===== config.mk =====
export PLATFORM = sky130hd
export DESIGN_NAME = serial_shifter_flat
export DESIGN_NICKNAME = d
export VERILOG_FILES = /design/src/rtl/serial_shifter_if.sv /design/src/rtl/serial_shifter.sv /design/src/flat_wrapper.sv
export SDC_FILE = /design/constraint.sdc
export NUM_CORES = 1
export LEC_CHECK = 0
export CAP_MARGIN = 20
export CORE_MARGIN = 10
export CORE_UTILIZATION = 43
export CTS_BUF_LIST = sky130_fd_sc_hd__clkbuf_16
export DETAILED_ROUTE_END_ITERATION = 8
export GPL_TIMING_DRIVEN = 0
export PLACE_DENSITY_LB_ADDON = 0.3
export SLEW_MARGIN = 0
export SYNTH_ARGS = -nofsm -noshare
export SYNTH_HDL_FRONTEND = slang
export SYNTH_SLANG_ARGS = --single-unit

===== constraint.sdc =====
create_clock -name clk -period 1.6 [get_ports clk]
set_input_delay 0.32 -clock clk [delete_from_list [all_inputs] [get_ports clk]]
set_output_delay 0.32 -clock clk [all_outputs]
set_load 0.1 [all_outputs]

===== src/rtl/serial_shifter_if.sv =====
// serial_shifter_if: request/response bundle between the execute-stage
// datapath (master) and the serial shift unit (slave).
//   master drives start/op/data_in/sa32 and observes busy/done/result.
//   sa32 is the zero-extended shift amount from decode; the unit only
//   looks at bits [4:0].
interface serial_shifter_if #(
    parameter int WIDTH = 32
);
    logic             start;
    logic [1:0]       op;
    logic [WIDTH-1:0] data_in;
    logic [31:0]      sa32;
    logic             busy;
    logic             done;
    logic [WIDTH-1:0] result;

    modport master (
        output start,
        output op,
        output data_in,
        output sa32,
        input  busy,
        input  done,
        input  result
    );

    modport slave (
        input  start,
        input  op,
        input  data_in,
        input  sa32,
        output busy,
        output done,
        output result
    );
endinterface


===== src/rtl/serial_shifter.sv =====
// serial_shifter: multi-cycle SLL/SRL/SRA/ROR unit, one bit position per clock.
//
// Optional build macro: SERIAL_SHIFTER_BARREL_EN
//   undefined (default): serial shifting, latency n = sa32[4:0] edges.
//   defined: a combinational barrel shifter produces the result at the
//            accepting edge; SHIFT is never entered, busy stays low, and
//            done pulses in the cycle right after acceptance.
//
// Reset is synchronous and active-high; it dominates start and aborts a
// shift in progress without a done pulse.
//
// state   | meaning
// --------+----------------------------------------------------------
// S_IDLE  | waiting for start; result holds the last value
// S_SHIFT | shifting work_q one position per edge, cnt_q counting down
// S_DONE  | one-cycle done pulse; a new start is accepted here as well
module serial_shifter #(
    parameter int WIDTH = 32
) (
    input logic           clk,
    input logic           rst,
    serial_shifter_if.slave bus
);

    typedef enum logic [1:0] {
        S_IDLE  = 2'd0,
        S_SHIFT = 2'd1,
        S_DONE  = 2'd2
    } state_t;

    // only 32-bit operands are supported; the datapath below is fixed at 32
    localparam int W = 32;

    state_t         state_q;
    logic [W-1:0]   work_q;
    logic [1:0]     op_q;
    logic [4:0]     cnt_q;
    logic           busy_q;
    logic           done_q;
    logic [W-1:0]   result_q;

    logic           accept_d;
    logic [4:0]     sa_d;
    logic [W-1:0]   work_d;
    logic           unused_sa_hi;

    // one-position shift of the working register for the captured op
    function automatic logic [W-1:0] step1(input logic [1:0] op, input logic [W-1:0] x);
        logic [W-1:0] y;
        case (op)
            2'b00:   y = {x[W-2:0], 1'b0};
            2'b01:   y = {1'b0, x[W-1:1]};
            2'b10:   y = {x[W-1], x[W-1:1]};
            default: y = {x[0], x[W-1:1]};
        endcase
        return y;
    endfunction

`ifdef SERIAL_SHIFTER_BARREL_EN
    // full-distance shift in one step; ROR is the low half of {x,x} >> n
    function automatic logic [W-1:0] barrel(input logic [1:0] op, input logic [W-1:0] x,
                                            input logic [4:0] n);
        logic [2*W-1:0] dbl;
        logic [W-1:0]   y;
        dbl = {x, x} >> n;
        case (op)
            2'b00:   y = x << n;
            2'b01:   y = x >> n;
            2'b10:   y = W'($signed(x) >>> n);
            default: y = dbl[W-1:0];
        endcase
        return y;
    endfunction
`endif

    // request acceptance and next working value
    always_comb begin
        accept_d     = bus.start && ((state_q == S_IDLE) || (state_q == S_DONE));
        sa_d         = bus.sa32[4:0];
        work_d       = step1(op_q, work_q);
        unused_sa_hi = ^bus.sa32[31:5];
    end

    // control FSM with registered busy/done/result
    always_ff @(posedge clk) begin
        if (rst) begin
            state_q  <= S_IDLE;
            work_q   <= '0;
            op_q     <= 2'b00;
            cnt_q    <= 5'd0;
            busy_q   <= 1'b0;
            done_q   <= 1'b0;
            result_q <= '0;
        end else begin
            done_q <= 1'b0;
            case (state_q)
                S_IDLE, S_DONE: begin
                    if (accept_d) begin
                        work_q <= bus.data_in;
                        op_q   <= bus.op;
                        cnt_q  <= sa_d;
`ifdef SERIAL_SHIFTER_BARREL_EN
                        result_q <= barrel(bus.op, bus.data_in, sa_d);
                        state_q  <= S_DONE;
                        busy_q   <= 1'b0;
                        done_q   <= 1'b1;
`else
                        result_q <= bus.data_in;
                        if (sa_d == 5'd0) begin
                            state_q <= S_DONE;
                            busy_q  <= 1'b0;
                            done_q  <= 1'b1;
                        end else begin
                            state_q <= S_SHIFT;
                            busy_q  <= 1'b1;
                        end
`endif
                    end else begin
                        state_q <= S_IDLE;
                    end
                end
                S_SHIFT: begin
                    work_q   <= work_d;
                    result_q <= work_d;
                    cnt_q    <= cnt_q - 5'd1;
                    if (cnt_q == 5'd1) begin
                        state_q <= S_DONE;
                        busy_q  <= 1'b0;
                        done_q  <= 1'b1;
                    end
                end
                default: begin
                    state_q <= S_IDLE;
                    busy_q  <= 1'b0;
                end
            endcase
        end
    end

    assign bus.busy   = busy_q;
    assign bus.done   = done_q;
    assign bus.result = result_q;

endmodule


===== src/flat_wrapper.sv =====
// flat-port wrapper written by rule: the top's interface ports become plain ports
module serial_shifter_flat 
#(
    parameter int WIDTH = 32
)
  (clk, rst, bus_start, bus_op, bus_data_in, bus_sa32, bus_busy, bus_done, bus_result);
  serial_shifter_if #(.WIDTH(WIDTH)) bus_i ();
  input logic clk;
  input logic rst;
  input wire logic [$bits(bus_i.start)-1:0] bus_start;
  input wire logic [$bits(bus_i.op)-1:0] bus_op;
  input wire logic [$bits(bus_i.data_in)-1:0] bus_data_in;
  input wire logic [$bits(bus_i.sa32)-1:0] bus_sa32;
  output wire logic [$bits(bus_i.busy)-1:0] bus_busy;
  output wire logic [$bits(bus_i.done)-1:0] bus_done;
  output wire logic [$bits(bus_i.result)-1:0] bus_result;
  assign bus_i.start = bus_start;
  assign bus_i.op = bus_op;
  assign bus_i.data_in = bus_data_in;
  assign bus_i.sa32 = bus_sa32;
  assign bus_busy = bus_i.busy;
  assign bus_done = bus_i.done;
  assign bus_result = bus_i.result;
  serial_shifter #(.WIDTH(WIDTH)) u_core (.clk(clk), .rst(rst), .bus(bus_i));
endmodule

==> After elaboration in Yosys (flattened, before gate mapping) <==
Index checks and enable logic that the tools add are counted.
{ "totals": {"mem_count": 0, "out_inout_bits": 34, "romBits": 0, "reg_bits": 43, "latch_bits": 0, "mem_bits_rw": 0} }
{ "op_classes": {"mux": 17, "div": 0, "n_eq_ne": 8, "n_lt_le_gt_ge": 0, "bitwise_logic": 0, "shifts": 0, "reduce_logical": 11, "multipliers": 0, "addsub": 1} }
{ "op_table": {"columns": ["op", "count"], "rows": [
  ["32-bit case mux with 3 select lines", 1],
  ["32-bit case mux with 2 select lines", 1],
  ["32-bit two-way mux", 1],
  ["5-bit case mux with 2 select lines", 1],
  ["1-bit two-way mux", 6],
  ["2-bit two-way mux", 3],
  ["2-bit AND reduction", 3],
  ["5-bit by 1-bit equality test with 1-bit output, second input constant", 1],
  ["5-bit logical NOT", 1],
  ["5-bit two-way mux", 1],
  ["5-bit by 1-bit subtractor with 5-bit output, second input constant", 1],
  ["2-bit by 1-bit equality test with 1-bit output, second input constant", 2],
  ["2-bit equality test, second input constant", 2],
  ["2-bit logical NOT", 2],
  ["2-bit by 1-bit != test with 1-bit output, second input constant", 2],
  ["1-bit case mux with 2 select lines", 2],
  ["2-bit case mux with 2 select lines", 1],
  ["3-bit AND reduction", 1],
  ["2-bit != test, second input constant", 1],
  ["2-bit nonzero test", 1],
  ["2-bit OR reduction", 1],
  ["1-bit logical AND", 1],
  ["1-bit logical OR", 1]
]} }

==> Longest topological paths before layout <==
{ "depth": {"depth_word": 5, "ltp_mapped": 6, "depth_no_buf": 5} }

==> Worst setup path after synthesis <==
OpenSTA, ideal clock, no wires.
{ "synth_timing": {"path_kind": "register -> register", "start": "register u_core.work_q[30]", "end": "register u_core.work_q[31]", "synth_period_minus_slack_ns": 1.637, "slack_ns": -0.037, "t_arrival_ns": 1.525, "setup_ns": 0.112, "path_stages_with_launch": 4, "path_buffers": 0, "cell_sequence": "dfxtp_1 > nor2_1 > o211a_1 > a2111oi_1"} }
{ "synth_between": {"elab_chain_len": 2} }
{ "synth_rtl": {"columns": ["item", "line_no", "text"], "rows": [
  ["start: declaration", "serial_shifter.sv:35", "logic [W-1:0] work_q;"],
  ["start signal: assignment", "serial_shifter.sv:99", "work_q <= bus.data_in;"],
  ["start signal: assignment", "serial_shifter.sv:123", "work_q <= work_d;"],
  ["32-bit case mux with 3 select lines", "serial_shifter.sv:50", "case (op)"],
  ["32-bit case mux with 2 select lines", "serial_shifter.sv:96", "case (state_q)"]
]} }
No other way between the ends.
A chain may end at the register's enable or synchronous reset.

==> out/metrics.yaml <==
sta:
  finClkSkew_ns: 0.00469
  max_freq_mhz: 636
  slew-limit-headroom_pct: 63.1
  worst_slew_pin_slew_ns: 0.557
  layout_setup_ws_ns: 0.0266
  fin_crit_sh_pct: 98.3
  fin_tns_setup_ns: 0
  setup_viol_count_final: 0
  slew_violations: 0
  rsz0062_at_grt: "no"
  hold_viol_final: 0
  fin_crit_ns: 1.57
floorplanning:
  io_pins: 103
  die_area_um2: 9040
  core-area_um2: 5470
  die_y_um: 95.1
  start_util_pct: 44.3
  placementRows: 27
  fp.dieW_um: 95.1
drt:
  drc_errors: 0
  viasPerCell: 5.70
  via_count: 2518
  first_iter_violations: 133
  firstDrtPassIters: 4
  wirelength_um: 7370
  wire_per_inst_um: 16.7
  antenna_left: 0
worst_setup_path:
  cp_cell_sequence: "clkdlybuf4s18_2"
  crit_fanout: 4
  critical_path_class: "reg2out"
  cp_top_family: "buffers and inverters"
  cpMaxStageDelayCell: "clkdlybuf4s18_2"
  rr_worst_depth: 6
  startpoint: "u_core.work_q[1]$_SDFFE_PP0P_"
  reg2reg_slack_ns: 0.15
  worstReg2RegEnd: "u_core.work_q[5]$_SDFFE_PP0P_"
  path_buf_inv: 1
  crit_path_start_kind: "register"
  cp.required_ns: 1.28
  cp.arrival_ns: 1.25
  worstReg2RegStart: "u_core.state_q[0]$_SDFFE_PP0P_"
  slowest_delay_ns: 0.57
  cp-end-kind: "primary output"
cells_and_area:
  area_growth_pct: 40.0
  nets: 440
  num_antenna_cells: 0
  drive_gt1_share_pct: 21.1
synthesis:
  postSynthAreaPerCell_um2: 8.41
  ys.flop_type: "dfxtp_1"
  yosysUniqueCellTypes: 40
  synth.ff_latch_count: 43
  synth_edf_count: 0
  syn-num-nets: 359
  async_flop_share_pct: 0
  syn-cell-area_um2: 2420
  ys_seq_area_share_pct: 35.5
  syn_inst: 288
  yosysWarnings: 0
placement:
  gp_congestion: 0.817
  place_ws_ns: -0.282
  dp_hpwl_um: 5540
  io_buffers: 74
clock_network:
  htree_levels: 2
  clock_sinks: 43
  ctsRootBufferMaster: "clkbuf_16"
  post_cts_buffers: 0
  numCtsBuffers: 5
  clockBufferDepth: 2
  cts_tree: "yes"
  clk_latency_ns: 0.28
  cts.clk_slew.worst_paths_ns: 0.06
grt:
  groute.usage.overall_pct: 16.5
  grt_antenna_before_repair: 0
  grt-ovfl-total: 0
  first_global_vias: 2509
  grt_max_degree: 14
  grt_pass1_wl_um: 12200
power:
  peakVddDrop_uv: 780
  p_total_w: 0.00403
  powerDensity_nw_per_um2: 1190
  power_leakage_nw: 1.30
min_path:
  min-delay-start: "rst"
  hold_path_class: "in2reg"
  whs_path_depth: 2
  hold_end: "u_core.work_q[31]$_SDFFE_PP0P_"
job:
  maxCapViolations: 0
outcome:
  run_status: "finished clean"
[cells in the mapped netlist, types with 2 or more instances]
cell / n / area share (%)
inv_1: 3 / 0.46
a21oi_1: 8 / 1.7
buf_2: 21 / 4.3
buf_6: 4 / 1.9
nand2_1: 68 / 11
nor2_1: 4 / 0.62
clkbuf_1: 4 / 0.62
dfxtp_1: 43 / 36
a311oi_1: 31 / 11
ha_1: 2 / 1.0
a211oi_1: 30 / 9.3
o211a_1: 2 / 0.83
nand2b_1: 3 / 0.77
o21ai_0: 2 / 0.41
or3_1: 2 / 0.52
o21a_1: 30 / 9.3
nand3_1: 3 / 0.62
and3b_1: 3 / 1.1
clkbuf_8: 2 / 1.1
a31oi_1: 3 / 0.77
[stage by stage]
stage / util (%) / std cells / hold WS [ns] / cell area, um2
floorplan: - / 288 / 0.456 / 2420
global placement: 59.5 / 434 / 0.485 / 3250
detailed placement: 59.5 / 434 / 0.497 / 3250
CTS: 63.2 / 442 / 0.261 / 3460
global route: 62.0 / 442 / 0.259 / 3390
finish: 62.0 / 442 / 0.262 / 3390
[where the power goes]
part	total [W]	internal, W	switching (W)
registers	0.00132	0.00120	0.000123
logic	0.00156	0.000445	0.00112
clock network	0.00115	0.000728	0.000423
total	0.00403	0.00237	0.00166
[flip-flops by register name, summed over array words and instances, names as in the netlist]
name             flops
u_core.work_q       32
u_core.bus.done      1
u_core.state_q       2
u_core.bus.busy      1
u_core.cnt_q         5
u_core.op_q          2
[metal layers]
metal | part of all wire, % | track usage [%]
met3 | 6.1 | 5.26
met2 | 49 | 27.4
met5 | 0 | 0
met1 | 44 | 19.9
met4 | 0.84 | 4.74
[how the worst max path moves through the flow]
| stage | endpoint | slack, ns | cells past startpoint |
|---|---|---|---|
| 2_1_floorplan | u_core.work_q[31]$_SDFFE_PP0P_ | 0.007 | 3 |
| 3_3_place_gp | bus_result[1] | -0.27 | 1 |
| 3_5_place_dp | bus_result[1] | -0.28 | 1 |
| 4_1_cts | bus_result[1] | 0.002 | 1 |
| 5_1_grt | bus_result[7] | 0.00003 | 1 |
| 6_report | bus_result[1] | 0.03 | 1 |
[kinds of logic after synthesis]
group / after synthesis / share of synthesized area, %
compound gates: 113 / 36.2
simple gates: 94 / 18.3
flops: 43 / 35.5
buf+inv: 36 / 8.94
fa+ha+maj: 2 / 1.03
[final cells by class]
type	count	area, um2
clock inverter	3	38.8
fill	517	2080
tap	72	90.1
multi-input combinational	209	1350
inverter	3	11.3
buffer	33	205
timing repair buffer	74	714
sequential	43	862
clock buffer	5	125
[what timing repair did]
| item | CTS | global route |
|---|---|---|
| pin swaps | 0 | 0 |
| hold buffers | 0 | 0 |
| gates resized for setup | 102 | 34 |
| setup endpoints to repair | 34 | 37 |
| gates cloned | 0 | 0 |
[cells in the final DEF, fill, tap and decap left out, types with 2 or more instances in the layout]
master            n
nor2_1            4
inv_1             3
nand2b_1          3
and3b_1           3
o211a_1           2
a31oi_1           3
ha_1              2
clkdlybuf4s18_2  17
nand2_1          68
clkdlybuf4s50_1  39
o21a_1           30
buf_6             4
dfxtp_1          42
a21oi_1           8
clkbuf_1          4
a211oi_1         30
buf_2            29
clkbuf_16         5
clkdlybuf4s15_2   9
clkbuf_8          2
a311oi_1         31
o21ai_0           2
or3_1             2
nand3_1           3
No activity file was read; power rests on OpenSTA's default activity.
==> edit: new RTL, same flow settings <==
Make the reset (`rst`) asynchronous in one clocked block.
--- a/src/rtl/serial_shifter.sv
+++ b/src/rtl/serial_shifter.sv
@@ -82,7 +82,7 @@
     end
 
     // control FSM with registered busy/done/result
-    always_ff @(posedge clk) begin
+    always_ff @(posedge clk or posedge rst) begin
         if (rst) begin
             state_q  <= S_IDLE;
             work_q   <= '0;
Function: differs if rst is asserted again (counterexample within 4 cycles, from zero or initial values and one cycle with rst high); with rst held inactive, the same outputs for 10 cycles.
==> edit against the original RTL <==
  * Worst setup slack got worse by 0.0036 ns
  * Via count fell by 11%
  * Cell area fell by 0.15%
  * Sequential share of layout area rose by 6.4 points
  * Routed wire length fell by 3.3%
  * Area after synthesis rose by 1.2%
  * Critical path depth did not move
  * Final cell count fell by 10%
  * Sequential cell count did not move
  * Fmax fell by 0.23%
  * Hold slack improved by 0.027 ns
  * Critical endpoint unchanged
  * Highest routed layer unchanged
Power is left out: the tool's default activity adds up to more than one toggle a clock period on the data nets, which glitch-free logic cannot reach.
==> edit: results (changes against the original RTL) <==
* Final Skew at 0.00393 ns (-0.000752 ns)
* Layout cells sized above 1 at 17.6% (-3.5 points)
* Clock buffer count from CTS at 5 (unchanged)
* CP delay by family, top: buffers and inverters
* Vias in the first global route at 2406 (-4.1%)
* Initial antenna violation count at 0 (unchanged)
* Hold Path Class: in2async
* H-tree depth at 2 (unchanged)
* First-pass GRT wire length at 12000 um (-1.6%)
* Syn Nets at 314 (-13%)
* Clk buf depth at 2 (unchanged)
* Final Hold Viols at 0 (unchanged)
* Largest cells by area after synthesis: dfrtp_1 (44%), mux2i_1 (13%), o211ai_1 (9.8%)
* RePlAce Congestion at 0.828 (+1.4%)
* Worst relative slew slack at 63.3% (+0.30 points)
* Vias per inst at 5.66 (-0.57%)
* Vias at 2243 (-11%)
* Synth Warn # at 0 (unchanged)
* Max reg flops at 32 (unchanged)
* Worst-path clk slew at 0.06 ns (about the same)
* N_diodes at 0 (unchanged)
* Top_reg_cell synth: dfrtp_1
* Cells after DPL at 390 (-10%)
* Postcts setup bufs at 0 (unchanged)
* Largest net degree at the start of global routing at 34 (+20)
* Routed wire length at 7130 um (-3.3%)
* Outcome: finished, final reports clean
* DP HPWL at 5300 um (-4.4%)
* Count of cell types in the netlist at 29 (-28%)
* Asr flop ratio synth at 100% (+100 points)
* Register area share after synthesis at 43.9% (+8.3 points)
* 1st-pass router iterations at 4 (unchanged)
* Nets at 396 (-10%)
* Clock Latency Late Sink at 0.28 ns (about the same)
* Delay of the slowest critical-path stage at 0.57 ns (about the same)
* Iteration-0 DRC Markers at 117 (-12%)
* Dpl ws at -0.300 ns (-0.0179 ns)
* Crit-path slowest cell: clkdlybuf4s18_2
* CP Max Fanout at 4 (unchanged)
* Root Driver: clkbuf_16
* IO buf count at 74 (unchanged)
* GR Util All Layers at 16.2% (-0.23 points)
* Most frequent cells after synthesis: dfrtp_1 (43), o21ai_0 (33), o211ai_1 (32)
* Post-Syn Instances at 243 (-16%)
edit: final timing paths:
path,start,endpoint,slack [ns],depth (start not counted)
max in group asynchronous,rst,u_core.cnt_q[1],0.85,3
min in group clk,bus_start,u_core.cnt_q[4],0.49,3
worst min register to register,u_core.bus.busy,u_core.bus.busy,0.53,2
worst min-delay path,rst,u_core.bus.result[6],0.29,2
worst max register to register,u_core.cnt_q[1],u_core.bus.busy,0.11,5
worst max-delay path,u_core.bus.result[1],bus_result[1],0.02,1
edit: repair_timing:
item                       4_1_cts  5_1_grt
setup endpoints to repair       34       30
hold buffers                     0        0
gates resized for setup        106       38
cloned                           0        0
edit: final cells by class:
cell class                 count  area (um2)
clock inverter                 1        3.75
clock buffer                   5         125
buffer                        22         115
tap                           72        90.1
inverter                       5        18.8
timing repair buffer          75         711
fill                         489        2120
sequential                    43        1080
multi-input combinational    173        1250
edit: layer usage:
metal	vias to the layer above	global-route usage, %	part of all wire, %
met2	60	26.2	47
met5	-	0	0
met4	0	4.18	1.1
met3	10	4.40	4.9
li1	1066	-	-
met1	1107	20.9	47
edit: cells by family (layout without fill, tap and decap cells):
logic type      Yosys count  in the layout  synth area share (%)
mux                      31             31                  12.7
xor+xnor                  2              2                 0.714
simple gates             58             58                  15.6
flops                    43             43                  43.9
fa+ha+maj                 2              2                  1.02
buf+inv                  27            108                  5.41
compound gates           80             80                  20.8
edit: metrics by stage:
| step | area (um2) | TNS [ns] |
|---|---|---|
| 2_1_floorplan | 2450 | 0 |
| 3_3_place_gp | 3280 | -36.93 |
| 3_5_place_dp | 3300 | -9.11 |
| 4_1_cts | 3470 | 0 |
| 5_1_grt | 3390 | 0 |
| 6_report | 3390 | 0 |
